==> config.mk <==
export PLATFORM = sky130hd
export DESIGN_NAME = corr_sync_detector
export DESIGN_NICKNAME = d
export VERILOG_FILES = /design/src/rtl/corr_sync_detector_pkg.sv /design/src/rtl/corr_sync_detector_pn_correlator.sv /design/src/rtl/corr_sync_detector.sv
export SDC_FILE = /design/constraint.sdc
export NUM_CORES = 1
export LEC_CHECK = 0
export BUFFER_PORTS_ARGS = -buffer_cell sky130_fd_sc_hd__buf_2
export CAP_MARGIN = 20
export CELL_PAD_IN_SITES_DETAIL_PLACEMENT = 1
export CELL_PAD_IN_SITES_GLOBAL_PLACEMENT = 2
export CORE_MARGIN = 8
export CORE_UTILIZATION = 42
export DETAILED_ROUTE_END_ITERATION = 10
export GPL_TIMING_DRIVEN = 0
export HOLD_SLACK_MARGIN = 0.03
export PLACE_DENSITY = 0.89
export REMOVE_ABC_BUFFERS = 1
export SYNTH_ARGS = -nofsm -noshare
export SYNTH_HDL_FRONTEND = slang
export SYNTH_SLANG_ARGS = --single-unit
==> constraint.sdc <==
create_clock -name clk -period 12.5 [get_ports clk]
set_input_delay 2.5 -clock clk [delete_from_list [all_inputs] [get_ports clk]]
set_output_delay 2.5 -clock clk [all_outputs]
set_load 0.02 [all_outputs]
==> src/rtl/corr_sync_detector_pkg.sv <==
// Shared definitions for corr_sync_detector.
// Contents: code length and default PN codes, the sample encoding constants,
// the FSM state type and the per-chip multiply used by the correlators.
package corr_sync_detector_pkg;

  localparam int CODE_LEN = 31;

  // Bit 1 = +1 chip, bit 0 = -1 chip; transmitted MSB first.
  localparam logic [CODE_LEN-1:0] REF_CODE  = 31'h7CD215D8;
  localparam logic [CODE_LEN-1:0] ORTH_CODE = 31'h0DD4259F;

  // Sample encoding; any other value is an erasure (0).
  localparam logic [1:0] POS = 2'b01;
  localparam logic [1:0] NEG = 2'b11;

  typedef enum logic [1:0] {
    SEARCH = 2'd0,
    TRACK  = 2'd1,
    LOCKED = 2'd2
  } state_e;

  // Product of one input sample with one code chip, as a signed value.
  function automatic logic signed [7:0] chip_mul(input logic [1:0] s, input logic c);
    logic signed [7:0] v;
    v = (s == POS) ? 8'sd1 : ((s == NEG) ? -8'sd1 : 8'sd0);
    return c ? v : -v;
  endfunction

endpackage

==> src/rtl/corr_sync_detector_pn_correlator.sv <==
// pn_correlator: combinational correlation of a sample window against a PN code.
// Ports:
//   window - CODE_LEN 2-bit samples, window[1:0] is the newest sample
//   corr   - signed sum over i of sample[i] * chip(CODE bit i), range -31..+31
module pn_correlator
  import corr_sync_detector_pkg::*;
#(
  parameter logic [CODE_LEN-1:0] CODE = REF_CODE
) (
  input  logic [2*CODE_LEN-1:0] window,
  output logic signed [7:0]     corr
);

  always_comb begin
    corr = 8'sd0;
    for (int i = 0; i < CODE_LEN; i++) begin
      corr = corr + chip_mul(window[2*i +: 2], CODE[i]);
    end
  end

endmodule

==> src/rtl/corr_sync_detector.sv <==
// corr_sync_detector: PN-code packet synchronizer.
// Ports:
//   clk, reset_n (sync, active low), sig_in (2-bit sample)
//   ref_corr / orth_corr  - registered correlations against the two codes
//   threshold             - orth_corr squared
//   enable_demodulator, enable_symbol_clk - high while LOCKED
//   symbol_clk            - one-cycle strobe at symbol boundaries
//   addr / index          - sample index of the maximum peak / first detection
//
// state  | meaning
// SEARCH | waiting for a correlation candidate
// TRACK  | following the peak for SEARCH_WIN cycles to find the maximum
// LOCKED | issuing PACKET_SYMBOLS symbol strobes aligned to the maximum
module corr_sync_detector
  import corr_sync_detector_pkg::*;
#(
  parameter logic [CODE_LEN-1:0] REF  = REF_CODE,
  parameter logic [CODE_LEN-1:0] ORTH = ORTH_CODE,
  parameter int MIN_PEAK       = 20,
  parameter int THR_SCALE      = 2,
  parameter int SEARCH_WIN     = 8,
  parameter int PACKET_SYMBOLS = 16
) (
  input  logic              clk,
  input  logic              reset_n,
  input  logic [1:0]        sig_in,
  output logic signed [7:0] ref_corr,
  output logic signed [7:0] orth_corr,
  output logic [15:0]       threshold,
  output logic              enable_demodulator,
  output logic              enable_symbol_clk,
  output logic              symbol_clk,
  output logic [7:0]        addr,
  output logic [7:0]        index
);

  localparam logic signed [7:0] MIN_PEAK_S = 8'(MIN_PEAK);

  logic [2*CODE_LEN-1:0] window_q, window_d;
  logic [7:0]            sample_count_q, sample_count_d;
  logic [7:0]            corr_idx_q, corr_idx_d;
  logic signed [7:0]     ref_corr_q, ref_corr_d;
  logic signed [7:0]     orth_corr_q, orth_corr_d;
  logic [15:0]           threshold_q, threshold_d;
  state_e                state_q, state_d;
  logic signed [7:0]     peak_val_q, peak_val_d;
  logic [7:0]            addr_q, addr_d;
  logic [7:0]            index_q, index_d;
  logic [7:0]            track_cnt_q, track_cnt_d;
  logic [7:0]            since_peak_q, since_peak_d;
  logic [7:0]            phase_q, phase_d;
  logic [7:0]            pulse_cnt_q, pulse_cnt_d;
  logic                  symbol_clk_q, symbol_clk_d;

  logic signed [15:0]    orth_ext, orth_sq;
  logic signed [17:0]    ref_ext, ref_sq;
  logic [17:0]           thr_scaled;
  logic                  candidate;
  logic [7:0]            since_next;

  pn_correlator #(.CODE(REF)) u_ref_corr (
    .window (window_q),
    .corr   (ref_corr_d)
  );

  pn_correlator #(.CODE(ORTH)) u_orth_corr (
    .window (window_q),
    .corr   (orth_corr_d)
  );

  always_comb begin
    window_d       = {window_q[2*CODE_LEN-3:0], sig_in};
    sample_count_d = sample_count_q + 8'd1;
    // The correlation registered this edge uses the window whose newest
    // sample was taken one count earlier.
    corr_idx_d     = sample_count_q - 8'd1;
    orth_ext       = 16'(orth_corr_d);
    orth_sq        = orth_ext * orth_ext;
    threshold_d    = unsigned'(orth_sq);
  end

  always_comb begin
    ref_ext    = 18'(ref_corr_q);
    ref_sq     = ref_ext * ref_ext;
    thr_scaled = {2'b00, threshold_q} * 18'(THR_SCALE);
    candidate  = (ref_corr_q >= MIN_PEAK_S) && (unsigned'(ref_sq) > thr_scaled);
  end

  always_comb begin
    state_d      = state_q;
    peak_val_d   = peak_val_q;
    addr_d       = addr_q;
    index_d      = index_q;
    track_cnt_d  = track_cnt_q;
    since_peak_d = since_peak_q;
    phase_d      = phase_q;
    pulse_cnt_d  = pulse_cnt_q;
    symbol_clk_d = 1'b0;
    since_next   = since_peak_q + 8'd1;

    case (state_q)
      SEARCH: begin
        if (candidate) begin
          peak_val_d   = ref_corr_q;
          addr_d       = corr_idx_q;
          index_d      = corr_idx_q;
          track_cnt_d  = 8'd0;
          // Registered correlation trails its newest sample by two edges.
          since_peak_d = 8'd2;
          state_d      = TRACK;
        end
      end
      TRACK: begin
        if (ref_corr_q > peak_val_q) begin
          peak_val_d = ref_corr_q;
          addr_d     = corr_idx_q;
          since_next = 8'd2;
        end
        since_peak_d = since_next;
        track_cnt_d  = track_cnt_q + 8'd1;
        if (track_cnt_q == 8'(SEARCH_WIN - 1)) begin
          state_d     = LOCKED;
          phase_d     = (since_next >= 8'(CODE_LEN)) ? since_next - 8'(CODE_LEN) : since_next;
          pulse_cnt_d = 8'd0;
        end
      end
      LOCKED: begin
        // Leave one cycle after the last strobe so it is seen with enables high.
        if (pulse_cnt_q == 8'(PACKET_SYMBOLS)) begin
          state_d = SEARCH;
        end else if (phase_q == 8'(CODE_LEN - 1)) begin
          phase_d      = 8'd0;
          symbol_clk_d = 1'b1;
          pulse_cnt_d  = pulse_cnt_q + 8'd1;
        end else begin
          phase_d = phase_q + 8'd1;
        end
      end
      default: state_d = SEARCH;
    endcase
  end

  always_ff @(posedge clk) begin
    if (!reset_n) begin
      window_q       <= '0;
      sample_count_q <= '0;
      corr_idx_q     <= '0;
      ref_corr_q     <= '0;
      orth_corr_q    <= '0;
      threshold_q    <= '0;
      state_q        <= SEARCH;
      peak_val_q     <= '0;
      addr_q         <= '0;
      index_q        <= '0;
      track_cnt_q    <= '0;
      since_peak_q   <= '0;
      phase_q        <= '0;
      pulse_cnt_q    <= '0;
      symbol_clk_q   <= 1'b0;
    end else begin
      window_q       <= window_d;
      sample_count_q <= sample_count_d;
      corr_idx_q     <= corr_idx_d;
      ref_corr_q     <= ref_corr_d;
      orth_corr_q    <= orth_corr_d;
      threshold_q    <= threshold_d;
      state_q        <= state_d;
      peak_val_q     <= peak_val_d;
      addr_q         <= addr_d;
      index_q        <= index_d;
      track_cnt_q    <= track_cnt_d;
      since_peak_q   <= since_peak_d;
      phase_q        <= phase_d;
      pulse_cnt_q    <= pulse_cnt_d;
      symbol_clk_q   <= symbol_clk_d;
    end
  end

  assign ref_corr           = ref_corr_q;
  assign orth_corr          = orth_corr_q;
  assign threshold          = threshold_q;
  assign enable_demodulator = (state_q == LOCKED);
  assign enable_symbol_clk  = (state_q == LOCKED);
  assign symbol_clk         = symbol_clk_q;
  assign addr               = addr_q;
  assign index              = index_q;

endmodule

==> reports/qor.csv, run 1 <==
stage;metric;value;unit
outcome;status;finished clean;
timing;whs;0.4485;ns
synthesis;mappedNetlistArea;18140;um2
placed_design;dpl.hpwl;35.92;mm
pwr;power.density;137.9;nW/um2
finish;area_growth;7.816;%
critical_path;cpMostUsedCell;fa_1;
detailed_routing;via_count;12020;
timing;tightest_slew;0.9349;ns
grt;grt_pass1_wl;71.86;mm
critical_path;crit_path_max_fanout;11;
critical_path;start_kind;flop;
critical_path;r2r_slack;1.09;ns
synthesis;netlist_instances;1885;
placed_design;port_buffers;53;
finish;instances_no_fill;2486;
critical_path;rr_worst_depth;36;
clock_tree;cts_resized;0;
timing;max_freq;87.63;MHz
timing;hold_viol_final;0;
grt;antenna_found_initial;0;
clock_tree;clk_pin_slew;0.07;ns
timing;min_period_over_period;91.29;%
pwr;p_leak;9.428;nW
synthesis;synthFlopType;dfxtp_1;
finish;final_common_cell;inv_1;
timing;final.setup_skew;0.01260;ns
clock_tree;clk_latency;0.47;ns
synthesis;ys_warn_count;0;
clock_tree;root_buffer;clkbuf_16;
grt;use_met1;21.78;%
grt;grt_busiest_layer;met2;
detailed_routing;ant_nets;0;
floorplanning;chipHeight;223.8;um
grt;globalRouteMet2Util;32.53;%
grt;grt_max_degree;91;
critical_path;crit_path_start;window_q[55];
grt;grt_pass1_vias;13960;
grt;grt_overflow;0;
finish;antenna_cells;0;
hold_path;worstHoldStart;window_q[49];
hold_path;hp-class;reg -> reg;
detailed_routing;drtIter0Drc;521;
critical_path;rr_startpoint;window_q[55];
clock_tree;htree_levels;4;
timing;relSlewSlack;37.22;%
placed_design;dp_cells;2455;
critical_path;crit_end;threshold[15];
synthesis;synth-edff-count;0;
floorplanning;io_pins;55;
critical_path;crit_required;12.86;ns
critical_path;r2r-end;threshold[15];
critical_path;cpPeakStageDelay;0.77;ns
floorplanning;rows;76;
detailed_routing;wl_per_cell;17.02;um
synthesis;synth_cell_type_count;71;
pwr;peakVddDrop;0.1401;mV
grt;grt_use_met3;3.230;%
clock_tree;cts.sinks;166;
floorplanning;dieArea;50090;um2
timing;period_needed;11.41;ns
timing;setup_tns;0;ns
timing;maxSlewViolCount;0;
clock_tree;cts_tree;built;
floorplanning;die_w;223.8;um
job;cap_violations;0;
critical_path;cp-end-kind;flop;
clock_tree;postCtsSetupBuffers;0;
critical_path;slowest_stage;fa_1;
detailed_routing;first_pass_iters;4;
placed_design;routabilityCongestion;0.8027;
clock_tree;clockBufferDepth;2;
detailed_routing;routed_wirelength;42.30;mm
synthesis;syn_area_per_cell;9.623;um2
finish;layout_common_cells;inv_1 (442), fa_1 (330), dfxtp_1 (166), ha_1 (133), nand2_1 (102);
synthesis;async_reset_ff_share;0;%
timing;rsz0062_at_grt;no;
finish;layout.nets;2356;
critical_path;path_class;reg -> reg;
detailed_routing;via_per_inst;4.836;
detailed_routing;route.detailed.drc;0;
synthesis;synth-seq-cells;166;
floorplanning;core-area;42890;um2
synthesis;synth_seq_area_share;18.32;%
timing;finalSetupViolCount;0;
clock_tree;ctsHoldBuffers;0;
clock_tree;cts_made_buffers;17;
critical_path;cp.arrival;11.77;ns
floorplanning;start_util;42.29;%
grt;grtUsageTotal;18.00;%
finish;drive_above_1_share;5.734;%
[power by group]
part / leakage [nW] / total (mW) / internal (mW) / switching, mW
combinational: 7.77 / 1.47 / 0.621 / 0.854
sequential: 1.35 / 0.649 / 0.592 / 0.0569
clock: 0.305 / 0.573 / 0.345 / 0.228
[Yosys cell counts (all sizes together) (4+ instances only)]
cell type	instances	area [um2]
a211oi	7	57.55
xor2	32	280.3
nor4	6	37.54
mux2i	17	170.2
xnor2	89	779.5
a21o	12	90.09
nand2b	18	112.6
ha	133	1664
o21ai	36	183.9
inv	443	1663
buf	15	106.3
nand4	8	50.05
nand3	44	220.2
o22ai	4	25.02
nor3	15	75.07
and2	96	600.6
nor2	97	364.1
clkbuf	59	221.5
a21oi	38	205.2
fa	330	6606
a22o	4	35.03
a2111oi	4	55.06
dfxtp	166	3323
a31oi	12	90.09
nand2	102	382.9
or2	6	37.54
nor2b	15	93.84
and3	13	81.33
or3	8	50.05
nor4b	4	35.03
a21boi	4	30.03
o21a	5	37.54
[layout make-up]
cell class              instances  area (um2)
clock inverters                10       167.7
well taps                     585       732.0
fillers                      4876       23330
clock buffers                  21       460.4
repair buffers                 59       374.1
flip-flops and latches        166        3323
multi-input cells            1202       12840
inverters                     443        1663
[worst min-delay path by stage]
| stage | end | slack, ns | cells after the start |
|---|---|---|---|
| after floorplan | window_q[13] | 0.42 | 1 |
| after global placement | window_q[55] | 0.44 | 1 |
| after detailed placement | window_q[5] | 0.44 | 1 |
| after CTS | window_q[51] | 0.45 | 1 |
| after global routing | window_q[59] | 0.48 | 1 |
| final | window_q[51] | 0.45 | 1 |
[metal layers]
metal	up-vias	part of all wire, %
met1	6197	43
met2	101	53
met4	0	2.1
met3	49	2.5
li1	5675	-
met5	-	0
[sequential cells by signal (all words and copies together), names as in the netlist]
register	count
state_q	2
addr	8
threshold	14
since_peak_q	8
window_q	62
pulse_cnt_q	8
peak_val_q	8
phase_q	8
index	8
orth_corr	8
track_cnt_q	8
ref_corr	8
sample_count_q	8
corr_idx_q	7
symbol_clk	1
[worst max-delay path: cells and delay by family (launching register included)]
kind                     cells  cell delay [ns]
AND/OR/NAND/NOR              4             0.89
adder cells (fa/ha/maj)     14             7.31
flip-flops                   1             0.33
buffers and inverters        9             1.04
AO/OA/AOI/OAI                7             1.28
XOR/XNOR                     2             0.43
[cells by family (layout without fill, tap and decap cells)]
group	Yosys count	in the layout	synth area share (%)
buffers and inverters	517	533	10.97
adder cells (fa/ha/maj)	463	463	45.60
AND/OR/NAND/NOR	443	443	12.33
flip-flops	166	166	18.32
AO/OA/AOI/OAI	154	154	5.794
XOR/XNOR	121	121	5.843
multiplexers	20	20	1.124
other	1	1	0.02067
[metrics by stage]
step	utilization, %	total power [mW]	setup WS, ns	instance area, um2
global route	45.60	2.942	0.4697	19560
CTS	45.60	2.744	1.029	19560
finish	45.60	2.697	1.088	19560
global placement	43.86	2.016	0.9628	18810
detailed placement	44.14	2.144	1.051	18930
floorplan	-	1.718	2.100	17810
No activity file was read; power rests on OpenSTA's default activity.
==> inputs of run 2 (changes only) <==
- CELL_PAD_IN_SITES_DETAIL_PLACEMENT: 1 -> 0
- CELL_PAD_IN_SITES_GLOBAL_PLACEMENT: 2 -> 1
- CORE_UTILIZATION: 42 -> 51
==> reports/qor.csv, run 2 (same netlist as run 1, synthesis figures left out) <==
stage;metric;value;unit;change
outcome;status;finished clean;;unchanged
clock_tree;clk_pin_slew;0.07;ns;about the same
detailed_routing;ant_nets;0;;unchanged
timing;min_period_over_period;89.25;%;was 91.29%
critical_path;crit_required;12.83;ns;was 12.86 ns
finish;final_common_cell;inv_1;;unchanged
floorplanning;start_util;51.37;%;was 42.29%
detailed_routing;routed_wirelength;35.46;mm;was 42.30 mm
detailed_routing;drtIter0Drc;420;;was 521
placed_design;dpl.hpwl;29.92;mm;was 35.92 mm
detailed_routing;route.detailed.drc;0;;unchanged
grt;grt_busiest_layer;met2;;unchanged
finish;finalInstanceArea;19300;um2;was 19560 um2
grt;antenna_found_initial;0;;unchanged
critical_path;path_class;reg -> reg;;unchanged
placed_design;dp_slack;1.268;ns;was 1.051 ns
finish;regMostFlops;window_q;;unchanged
detailed_routing;via_per_inst;4.975;;was 4.836
clock_tree;cts.sinks;166;;unchanged
floorplanning;chipHeight;204.6;um;was 223.8 um
timing;hold_viol_final;0;;unchanged
timing;maxSlewViolCount;0;;unchanged
critical_path;cpPeakStageDelay;0.77;ns;about the same
pwr;peakVddDrop;0.1501;mV;was 0.1401 mV
timing;fin_ws;1.343;ns;was 1.088 ns
finish;layout.nets;2355;;was 2356
timing;max_freq;89.63;MHz;was 87.63 MHz
placed_design;port_buffers;53;;unchanged
floorplanning;dieArea;41860;um2;was 50090 um2
grt;grt_pass1_vias;12830;;was 13960
critical_path;crit_path_max_fanout;21;;was 11
clock_tree;cts_made_buffers;17;;unchanged
clock_tree;clockBufferDepth;2;;unchanged
floorplanning;rows;69;;was 76
finish;antenna_cells;0;;unchanged
clock_tree;cts_tree;built;;unchanged
clock_tree;cts_resized;0;;unchanged
grt;grt_pass1_wl;61.41;mm;was 71.86 mm
grt;grt_use_met3;3.495;%;was 3.230%
timing;period_needed;11.16;ns;was 11.41 ns
critical_path;cpMostUsedCell;fa_1;;unchanged
clock_tree;ctsHoldBuffers;0;;unchanged
timing;setup_tns;0;ns;unchanged
floorplanning;core-area;35310;um2;was 42890 um2
pwr;p_leak;9.376;nW;was 9.428 nW
clock_tree;postCtsSetupBuffers;0;;unchanged
grt;use_met1;22.83;%;was 21.78%
floorplanning;die_w;204.6;um;was 223.8 um
finish;drive_above_1_share;5.786;%;was 5.734%
detailed_routing;first_pass_iters;4;;unchanged
timing;relSlewSlack;43.27;%;was 37.22%
clock_tree;clk_latency;0.45;ns;was 0.47 ns
clock_tree;root_buffer;clkbuf_16;;unchanged
finish;largest_reg_flops;62;;unchanged
critical_path;cp.arrival;11.49;ns;was 11.77 ns
hold_path;hp-class;reg -> reg;;unchanged
critical_path;slowest_stage;fa_1;;unchanged
placed_design;routabilityCongestion;0.8580;;was 0.8027
clock_tree;htree_levels;4;;unchanged
timing;final.setup_skew;0.01229;ns;was 0.01260 ns
timing;finalSetupViolCount;0;;unchanged
grt;grtUsageTotal;18.18;%;was 18.00%
job;cap_violations;0;;unchanged
placed_design;dpl-instance-area;18760;um2;was 18930 um2
critical_path;cp-end-kind;flop;;unchanged
pwr;power.density;132.9;nW/um2;was 137.9 nW/um2
detailed_routing;wl_per_cell;15.01;um;was 17.02 um
grt;grt_overflow;0;;unchanged
finish;area_growth;6.415;%;was 7.816%
grt;globalRouteMet2Util;31.34;%;was 32.53%
detailed_routing;via_count;11750;;was 12020
critical_path;start_kind;flop;;unchanged
floorplanning;io_pins;55;;unchanged
timing;rsz0062_at_grt;no;;unchanged
grt;grt_max_degree;68;;was 91
finish;layout_common_cells;inv_1 (442), fa_1 (330), dfxtp_1 (166), ha_1 (133), nand2_1 (102);;unchanged
timing;tightest_slew;0.8493;ns;was 0.9349 ns
[run 2: per-layer routing]
| layer | part of all wire (%) | up-vias |
|---|---|---|
| met3 | 4.3 | 47 |
| li1 | - | 5678 |
| met4 | 2.3 | 0 |
| met2 | 49 | 182 |
| met1 | 44 | 5843 |
| met5 | 0 | - |
[run 2: path summary, 6_finish.rpt]
path | from | to | slack [ns] | depth (start not counted)
worst max-delay path | window_q[54] | threshold[15] | 1.34 | 35
worst min-delay path | window_q[55] | window_q[57] | 0.45 | 1
worst max register to register | window_q[54] | threshold[15] | 1.34 | 35
worst min register to register | window_q[55] | window_q[57] | 0.45 | 1
[run 2: cell type report]
type | count | area [um2]
clock buffer | 19 | 432.9
timing repair buffer | 58 | 350.3
sequential | 166 | 3323
multi-input combinational | 1202 | 12840
tap | 461 | 576.8
fill | 3100 | 16010
clock inverter | 13 | 112.6
inverter | 443 | 1663
[run 2: stage by stage]
| stage | util, % | power (mW) | cells | hold WS [ns] |
|---|---|---|---|---|
| floorplan | - | 1.718 | 1811 | 0.4204 |
| global placement | 52.83 | 1.999 | 2325 | 0.4348 |
| detailed placement | 53.12 | 2.087 | 2330 | 0.4379 |
| CTS | 54.67 | 2.599 | 2362 | 0.4499 |
| global route | 54.67 | 2.811 | 2362 | 0.4664 |
| finish | 54.67 | 2.565 | 2362 | 0.4527 |
[run 2: power breakdown]
group / switching (mW) / total (mW) / internal [mW]
Clock: 0.242 / 0.502 / 0.260
Sequential: 0.0517 / 0.643 / 0.591
Combinational: 0.820 / 1.42 / 0.600
Total: 1.11 / 2.56 / 1.45
[run 2: worst max-delay path, delay by kind of cell, from the launching register on]
| kind | cells | cell delay [ns] |
|---|---|---|
| xor gates and xnor gates | 2 | 0.43 |
| DFF | 1 | 0.33 |
| adders and majority gates | 14 | 7.22 |
| AOI/OAI and AO/OA | 7 | 1.30 |
| buffers and inverters | 8 | 0.71 |
| and+or+nand+nor | 4 | 1.03 |
